File: config.mk
export PLATFORM = sky130hd
export DESIGN_NAME = ram_fifo_ctrl
export DESIGN_NICKNAME = d
export VERILOG_FILES = /design/src/rtl/ram_fifo_ctrl_pkg.sv /design/src/rtl/ram_fifo_ctrl.sv
export SDC_FILE = /design/constraint.sdc
export NUM_CORES = 1
export LEC_CHECK = 0
export ABC_CLOCK_PERIOD_IN_PS = 5600
export CAP_MARGIN = 5
export CORE_MARGIN = 1
export CORE_UTILIZATION = 59
export DETAILED_ROUTE_END_ITERATION = 8
export DONT_BUFFER_PORTS = 1
export PLACE_DENSITY = 0.75
export SYNTH_ARGS = -nofsm -noshare
export SYNTH_HDL_FRONTEND = slang
export SYNTH_SLANG_ARGS = --single-unit
File: constraint.sdc
create_clock -name clk_i -period 5.6 [get_ports clk_i]
set_clock_uncertainty 0.05 [all_clocks]
set_input_delay 1.12 -clock clk_i [delete_from_list [all_inputs] [get_ports clk_i]]
set_output_delay 1.12 -clock clk_i [all_outputs]
set_load 0.02 [all_outputs]
File: src/rtl/ram_fifo_ctrl_pkg.sv
// ram_fifo_ctrl_pkg: default sizing shared by the RAM-backed FIFO controller.
package ram_fifo_ctrl_pkg;
    localparam int FIFO_ADDR_WIDTH = 8;
    localparam int FIFO_DATA_WIDTH = 16;
    localparam int RAM_DEPTH       = 2 ** FIFO_ADDR_WIDTH;
endpackage

File: src/rtl/ram_fifo_ctrl.sv
// ram_fifo_ctrl: first-word-fall-through FIFO controller for an external dual-port RAM;
// the RAM's registered read port is the output stage.
module ram_fifo_ctrl
    import ram_fifo_ctrl_pkg::*;
#(
    parameter int ADDR_WIDTH  = FIFO_ADDR_WIDTH,
    parameter int DATA_WIDTH  = FIFO_DATA_WIDTH,
    parameter int AFULL_LEVEL = 240
) (
    input  logic                  clk_i,
    input  logic                  rstn_i,
    input  logic                  clear_i,
    input  logic [DATA_WIDTH-1:0] in_data_i,
    input  logic                  in_valid_i,
    output logic                  in_ready_o,
    output logic [DATA_WIDTH-1:0] out_data_o,
    output logic                  out_valid_o,
    input  logic                  out_ready_i,
    output logic [ADDR_WIDTH:0]   level_o,
    output logic                  almost_full_o,
    output logic [ADDR_WIDTH-1:0] ram_waddr_o,
    output logic [DATA_WIDTH-1:0] ram_wdata_o,
    output logic                  ram_we_o,
    output logic                  ram_wclke_o,
    output logic [DATA_WIDTH-1:0] ram_mask_o,
    output logic [ADDR_WIDTH-1:0] ram_raddr_o,
    output logic                  ram_re_o,
    output logic                  ram_rclke_o,
    input  logic [DATA_WIDTH-1:0] ram_rdata_i
);
    localparam int LW = ADDR_WIDTH + 1;
    localparam logic [LW-1:0] FULL_LVL  = LW'(2 ** ADDR_WIDTH);
    localparam logic [LW-1:0] AFULL_LVL = LW'(AFULL_LEVEL);

    logic [ADDR_WIDTH-1:0] wr_ptr_q, wr_ptr_d, rd_ptr_q, rd_ptr_d;
    logic [LW-1:0]         level_q, level_d;
    logic                  out_valid_q, out_valid_d;
    logic                  in_ready_q, in_ready_d;
    logic                  afull_q, afull_d;
    logic                  push, issue;

    assign push  = in_valid_i & in_ready_q;
    // A read is issued only into an empty or draining output register, so RDATA holds during stalls.
    assign issue = (level_q != '0) & (~out_valid_q | out_ready_i);

    always_comb begin
        wr_ptr_d    = clear_i ? '0 : wr_ptr_q + ADDR_WIDTH'(push);
        rd_ptr_d    = clear_i ? '0 : rd_ptr_q + ADDR_WIDTH'(issue);
        level_d     = clear_i ? '0 : level_q + LW'(push) - LW'(issue);
        out_valid_d = ~clear_i & (issue | (out_valid_q & ~out_ready_i));
        in_ready_d  = level_d != FULL_LVL;
        afull_d     = level_d >= AFULL_LVL;
    end

    always_ff @(posedge clk_i or negedge rstn_i) begin
        if (!rstn_i) begin
            wr_ptr_q    <= '0;
            rd_ptr_q    <= '0;
            level_q     <= '0;
            out_valid_q <= 1'b0;
            in_ready_q  <= 1'b1;
            afull_q     <= 1'b0;
        end else begin
            wr_ptr_q    <= wr_ptr_d;
            rd_ptr_q    <= rd_ptr_d;
            level_q     <= level_d;
            out_valid_q <= out_valid_d;
            in_ready_q  <= in_ready_d;
            afull_q     <= afull_d;
        end
    end

    assign in_ready_o    = in_ready_q;
    assign out_valid_o   = out_valid_q;
    assign out_data_o    = ram_rdata_i;
    assign level_o       = level_q;
    assign almost_full_o = afull_q;
    assign ram_waddr_o   = wr_ptr_q;
    assign ram_wdata_o   = in_data_i;
    assign ram_we_o      = push & ~clear_i;
    assign ram_wclke_o   = 1'b1;
    assign ram_mask_o    = '0;
    assign ram_raddr_o   = rd_ptr_q;
    assign ram_re_o      = issue & ~clear_i;
    assign ram_rclke_o   = 1'b1;
endmodule

## Yosys cells after proc, flatten, opt, wreduce, memory -nomap -nowiden

Index checks and enable logic that the tools add are counted.

- Reductions and logical operators: 1
- Bitwise logic cells: 11
- Equality and inequality tests: 1
- Add/sub/neg operators: 4
- Muxes and demuxes: 3
- Order comparisons: 1

Operator list:

| kind | number |
|---|---|
| 8-bit by 1-bit adder with 8-bit output | 2 |
| 8-bit 2-to-1 mux | 2 |
| 9-bit by 1-bit adder with 9-bit output | 1 |
| 9-bit by 8-bit greater-or-equal comparator with 1-bit output, second input constant | 1 |
| 9-bit 2-to-1 mux | 1 |
| 9-bit != test, second input constant | 1 |
| 9-bit nonzero test | 1 |
| 9-bit by 1-bit subtractor with 9-bit output | 1 |
| 1-bit AND | 6 |
| 1-bit NOT | 3 |
| 1-bit OR | 2 |

- Register bits after elaboration: 28
- Logic and storage cells: 27
- Bits of input ports: 37

## Logic depth before layout (Yosys ltp)

Gate-level depths: netlist of run 1.

- Depth in word-level cells: 6
- Mapped depth: 15
- Gate-level depth less buffers: 15

## Least setup slack after synthesis of run 1

OpenSTA, ideal clock, no wires.

- Kind: input to register
- Start: in out_ready_i
- End: reg in_ready_q (netlist: in_ready_o)
- Slack: 1,933 ps
- Arrival time: 3,525 ps
- Cell stages on the path: 11
- Required time: 5,458 ps
- Library setup time: 92 ps
- Cell sequence: nand2b_1 nor2b_1 ha_1 inv_1 ha_1 fa_1 a211o_1 a311oi_2 mux2_2 and4b_1 nand4bb_1

- Word-level cells in the longest chain between the ends: 5

RTL lines:

| item | line | source |
|---|---|---|
| from (decl) | ram_fifo_ctrl.sv:18 | `input logic out_ready_i,` |
| 1-bit OR | ram_fifo_ctrl.sv:44 | `assign issue = (level_q != '0) & (~out_valid_q \| out_ready_i);` |
| 1-bit AND | ram_fifo_ctrl.sv:44 |  |
| 9-bit by 1-bit subtractor with 9-bit output | ram_fifo_ctrl.sv:49 | `level_d = clear_i ? '0 : level_q + LW'(push) - LW'(issue);` |
| 9-bit 2-to-1 mux | ram_fifo_ctrl.sv:49 |  |
| via level_d[6] | ram_fifo_ctrl.sv:36 | `logic [LW-1:0] level_q, level_d;` |
| 9-bit != test | ram_fifo_ctrl.sv:51 | `in_ready_d = level_d != FULL_LVL;` |
| via in_ready_d | ram_fifo_ctrl.sv:38 | `logic in_ready_q, in_ready_d;` |
| to (signal assigned) | ram_fifo_ctrl.sv:68 | `in_ready_q <= in_ready_d;` |
| to (decl) | ram_fifo_ctrl.sv:38 |  |

The timed path passes the listed nets, and every way through them passes these cells.

## Worst setup path after layout of run 1

- Start: reg level_q[5] (netlist: level_o[5])
- End: reg in_ready_q (netlist: in_ready_o)

- Word-level cells in the longest chain between the ends: 5
- Elaborated cells on any way between the ends: 6

RTL lines:

| item | line | source |
|---|---|---|
| from (decl) | ram_fifo_ctrl.sv:36 |  |
| from (signal assigned) | ram_fifo_ctrl.sv:66 | `level_q <= level_d;` |
| branches (longest 2 deep; another with 9-bit by 1-bit adder with 9-bit output) | -- |  |
| 9-bit by 1-bit subtractor with 9-bit output * | ram_fifo_ctrl.sv:49 |  |
| 9-bit 2-to-1 mux * | ram_fifo_ctrl.sv:49 |  |
| via level_d[6] | ram_fifo_ctrl.sv:36 |  |
| 9-bit != test * | ram_fifo_ctrl.sv:51 |  |
| via in_ready_d | ram_fifo_ctrl.sv:38 |  |

Mark *: on every way through the listed nets, which the timed path passes.

==> results.toml, run 1 <==
[floorplan]
dieArea_mm2 = 0.00363
fp.dieW_um = 60.3
fp.dieH_um = 60.3
core_mm2 = 0.00313
num_rows = 20
initial_core_util = 0.640
io_pins = 117

[clock_network]
cts.path.max_buffers = 2
cts_num_sinks = 28
cts-buffers-inserted = 3
post_cts_resized = 0
clkLatencyLatePin_ns = 0.33
cts_root_buffer = "clkbuf_4"
hold_buffers = 0
cts_max_level = 1
cts_setup_buffers = 0
cts_tree = "built"
clk_pin_slew_ns = 0.15

[power]
p_leak_nw = 0.859
p_per_area_mw_per_mm2 = 547
peakVddDrop_mv = 0.266
p_total_uw = 967

[timing]
slew_headroom = 0.623
timing.final.max_slew_violations = 0
timing.final.crit_period_ns = 3.62
worst_slack_ns = 1.98
hold_viol = 0
finalSetupViolCount = 0
finalCritPeriodShare = 0.646
setup_tns_ns = 0
max_freq_mhz = 276
whs_ns = 0.406
rsz0062_at_grt = "false"
worst_slew_pin_slew_ns = 0.558

[finish]
fill_cells = 271
fin_nets = 236
layout_commonest_cell = "nor2_1"
area_delta_synth_final_pct = -11.7
antenna-diode-count = 0
fin_cells = 225
layout_common_cells = "nor2_1 (29), dfrtp_1 (27), conb_1 (18), ha_1 (16), nor2b_1 (12)"
utilization = 0.565
drive_gt1_frac = 0.0442
final_area_mm2 = 0.00177

[worst_setup_path]
crit_fanout = 3
start_kind = "register"
critPathKind = "reg -> reg"
arrival_ns = 3.83
cp.required_ns = 5.82
endpoint_kind = "register"

[placement]
dp_hpwl_mm = 2.54
pre_cts_slack_ns = 1.75
gp_congestion = 0.832
dpl_cell_area_mm2 = 0.00173
port_buffers = 0
dpl.cell_count = 221

[detailed_routing]
wire_per_inst_um = 14.9
routed_wl_mm = 3.34
ant_nets = 0
drt-initial-drc-count = 55
drt_pass1_iterations = 4
via_per_inst = 5.53
route.detailed.drc = 0
routed-via-count = 1244

[global_routing]
grt_pass1_wl_mm = 5.17
grt_usage = 0.193
grt_pass1_vias = 1206
overflow = 0
antenna_found_initial = 0
grt_max_degree = 33

[yosys]
synth-main-ff-cell = "dfrtp_1"
synth_cell_type_count = 37
yosysSeqAreaShare = 0.350
ys_ff_latch = 28
synthCells = 214
synth-edff-count = 0
postSynthAreaPerCell_um2 = 9.36
ys_async_sr_fraction = 1.00
synth_area_mm2 = 0.00200
yosys_warnings = 0

[job]
max-cap-violations = 0

[min_path]
holdCritPathClass = "in -> async"

[outcome]
status = "finished, final reports clean"
## where the power goes
part / switching (mW) / internal (mW) / total [mW]
Sequential: 0.0926 / 0.246 / 0.339
Combinational: 0.295 / 0.233 / 0.529
Clock: 0.0602 / 0.0398 / 0.100
## layer usage
| metal | part of all wire | up-vias | global-route usage |
|---|---|---|---|
| met5 | 0 | - | 0 |
| met4 | 0.039 | 0 | 0.136 |
| met3 | 0.084 | 24 | 0.0649 |
| met2 | 0.48 | 64 | 0.309 |
| met1 | 0.40 | 585 | 0.214 |
| li1 | - | 571 | - |
## worst max-delay path, stage by stage (launching register included)
cell and delay (ns):
dfrtp_1 0.50, inv_1 0.12, ha_1 0.17, nand2_1 0.06, nor3_1 0.12, and3_1 0.21, nor2b_1 0.08, ha_1 0.28
inv_1 0.04, ha_1 0.20, fa_1 0.41, a211o_1 0.30, a311oi_2 0.29, mux2_2 0.38, and4b_1 0.25, nand4bb_1 0.10
## cells in the mapped netlist, types with 2 or more instances
| cell | instances | area (µm²) |
|---|---|---|
| nor2_1 | 29 | 109 |
| nand2_1 | 3 | 11.3 |
| buf_1 | 2 | 7.51 |
| xnor2_1 | 7 | 61.3 |
| nor3b_1 | 2 | 15.0 |
| nand3_1 | 9 | 45.0 |
| a21oi_1 | 4 | 20.0 |
| and3_1 | 5 | 31.3 |
| buf_4 | 50 | 375 |
| xor2_1 | 11 | 96.3 |
| nand2b_1 | 2 | 12.5 |
| nand3b_1 | 2 | 15.0 |
| inv_1 | 11 | 41.3 |
| ha_1 | 16 | 200 |
| nor2b_1 | 12 | 75.1 |
| dfrtp_1 | 27 | 676 |
| conb_1 | 2 | 7.51 |
## worst paths after layout
path	slack, ns	cells after the start	from	endpoint
min in group clk_i	0.64	2	out_valid_o	out_valid_o
worst min-delay path	0.41	0	rstn_i	ram_waddr_o[0]
worst max-delay path	1.98	15	level_o[5]	in_ready_o
worst min register to register	0.64	2	out_valid_o	out_valid_o
max in group asynchronous	4.92	0	rstn_i	in_ready_o
worst max register to register	1.98	15	level_o[5]	in_ready_o
## cell type report
cell class / instances / area, µm² / area share
Sequential cell: 28 / 702 / 0.397
Clock buffer: 4 / 36.3 / 0.0205
Inverter: 11 / 41.3 / 0.0234
Multi-Input combinational cell: 138 / 933 / 0.528
Tap cell: 44 / 55.1 / 0.0311
## cells by family after synthesis
group                      share of synthesized area
DFF                                            0.350
buffers and inverters                          0.214
adders and majority gates                      0.110
xor gates and xnor gates                      0.0787
AOI/OAI and AO/OA                             0.0500
other                                        0.00375
muxes                                         0.0106
and+or+nand+nor                                0.183
## flip-flops by register name (all words and copies together), names as in the netlist
name / cells
ram_raddr_o: 8
level_o: 9
in_ready_o: 1
ram_waddr_o: 8
out_valid_o: 1
almost_full_o: 1
Note: power is estimated with default switching activity, not from simulation.
==> run 2: changes to the inputs <==
ABC_CLOCK_PERIOD_IN_PS = 3400   (was 5600)
clock period = 3.4 ns   (was 5.6 ns; I/O delays follow)
==> run 2 against run 1 <==
Net effect: sequential share of layout area fell by 4.9 points; non-clock buffer count rose by 19; via count rose by 7.0%; critical path depth did not move; combinational power rose by 130%; setup slack got worse by 1.9 ns; first-iteration DRC count rose by 9.1%; routed wire length rose by 12%; die area did not move; register-to-register slack got worse by 1.9 ns; largest cell class unchanged.
==> results.toml, run 2 (same netlist as run 1, synthesis figures left out) <==
[placement]
pre_cts_slack_ns = -0.0137
gp_congestion = 0.866
dpl.cell_count = 231
port_buffers = 0
dp_hpwl_mm = 2.70

[timing]
timing.final.crit_period_ns = 3.35
finalSetupViolCount = 0
slew_headroom = 0.664
max_freq_mhz = 298
timing.final.max_slew_violations = 0
hold_viol = 0
finalCritPeriodShare = 0.985
worst_slew_pin_slew_ns = 0.497
worst_slack_ns = 0.0496
setup_tns_ns = 0
rsz0062_at_grt = "true"

[floorplan]
fp.dieH_um = 60.3
io_pins = 117
core_mm2 = 0.00313
initial_core_util = 0.640
fp.dieW_um = 60.3
num_rows = 20
dieArea_mm2 = 0.00363

[power]
p_switching_uw = 836
swShare = 0.434
peakVddDrop_mv = 0.488
p_clk_frac = 0.116
sequentialPowerShare = 0.251
p_per_area_mw_per_mm2 = 955
p_leak_nw = 0.975
power_frac_comb = 0.633
p_total_mw = 1.92
p_int_mw = 1.09

[detailed_routing]
ant_nets = 0
routed_wl_mm = 3.76
wire_per_inst_um = 15.4
drt-initial-drc-count = 60
route.detailed.drc = 0
drt_pass1_iterations = 4
via_per_inst = 5.45
routed-via-count = 1331

[global_routing]
grt_max_degree = 33
grt_pass1_wl_mm = 5.69
grt_usage = 0.212
antenna_found_initial = 0
overflow = 0
grt_pass1_vias = 1347

[worst_setup_path]
cp.required_ns = 3.63
critPathKind = "reg -> reg"
reg2reg_slack_ns = 0.05
r2r_cells = 15
start_kind = "register"
crit_fanout = 2
arrival_ns = 3.58
endpoint_kind = "register"

[clock_network]
cts_max_level = 1
cts_num_sinks = 28
cts_tree = "built"
cts.path.max_buffers = 2
cts-buffers-inserted = 3
cts_root_buffer = "clkbuf_4"
clkLatencyLatePin_ns = 0.34
clk_pin_slew_ns = 0.16

[finish]
layout_common_cells = "nor2_1 (29), dfrtp_1 (27), conb_1 (18), buf_4 (18), ha_1 (12)"
drive_gt1_frac = 0.205
layout_commonest_cell = "nor2_1"
largest_register_ff_count = 9
utilization = 0.644
area_delta_synth_final_pct = 0.624
fin_nets = 255
fin_cells = 244
antenna-diode-count = 0

[job]
max-cap-violations = 0

[outcome]
status = "finished, final reports clean"

[min_path]
holdCritPathClass = "in -> async"
run 2: stage by stage:
step / cell area [µm²] / hold WS [ns]
global placement: 1810 / 0.335
floorplan: 2060 / 0.334
detailed placement: 1810 / 0.335
CTS: 1910 / 0.0802
global route: 2020 / 0.0639
finish: 2020 / 0.0825
run 2: power groups by stage:
| stage | logic [mW] | registers, mW | clock network (mW) |
|---|---|---|---|
| 3_3_place_gp | 0.996 | 0.482 | 0 |
| 4_1_cts | 1.10 | 0.477 | 0.230 |
| 2_1_floorplan | 0.793 | 0.544 | 0 |
| 5_1_grt | 1.34 | 0.493 | 0.245 |
| 3_5_place_dp | 1.03 | 0.484 | 0 |
| 6_report | 1.22 | 0.483 | 0.224 |
run 2: final cells by class:
cell class | count | area (µm²)
fill | 264 | 1110
multi-input combinational | 138 | 1010
sequential | 28 | 702
timing repair buffer | 19 | 155
tap | 44 | 55.1
inverter | 11 | 41.3
clock inverter | 1 | 30.0
clock buffer | 3 | 22.5
run 2: repair_timing:
item,in CTS,in global routing
hold buffers,1,0
resized for setup,2,17
pin swaps,2,8
buffers inserted,3,5
hold endpoints to repair,27,0
setup endpoints to repair,1,3
run 2: worst paths after layout:
kind | startpoint | endpoint
max | level_o[5] | in_ready_o
min | rstn_i | ram_waddr_o[7]
max reg2reg | level_o[5] | in_ready_o
min reg2reg | ram_raddr_o[7] | ram_raddr_o[7]
max in group asynchronous | rstn_i | level_o[4]
min in group clk_i | clear_i | level_o[5]
run 2: worst max-delay path, cell delays in order (launching register included):
cell       delay (ns)
dfrtp_1          0.43
inv_2            0.09
ha_4             0.12
nand2_2          0.05
nor3_2           0.15
and3_4           0.22
nor2b_4          0.05
ha_4             0.25
inv_2            0.04
ha_4             0.16
fa_2             0.37
a211o_1          0.33
a311oi_2         0.31
mux2_4           0.34
and4b_1          0.24
nand4bb_1        0.10
run 2: routing by layer:
layer	wire (µm)	vias to the layer above	global-route usage
li1	-	602	-
met1	1400	640	0.221
met2	1930	65	0.385
met3	312	24	0.0519
met4	115	0	0.116
met5	0	-	0
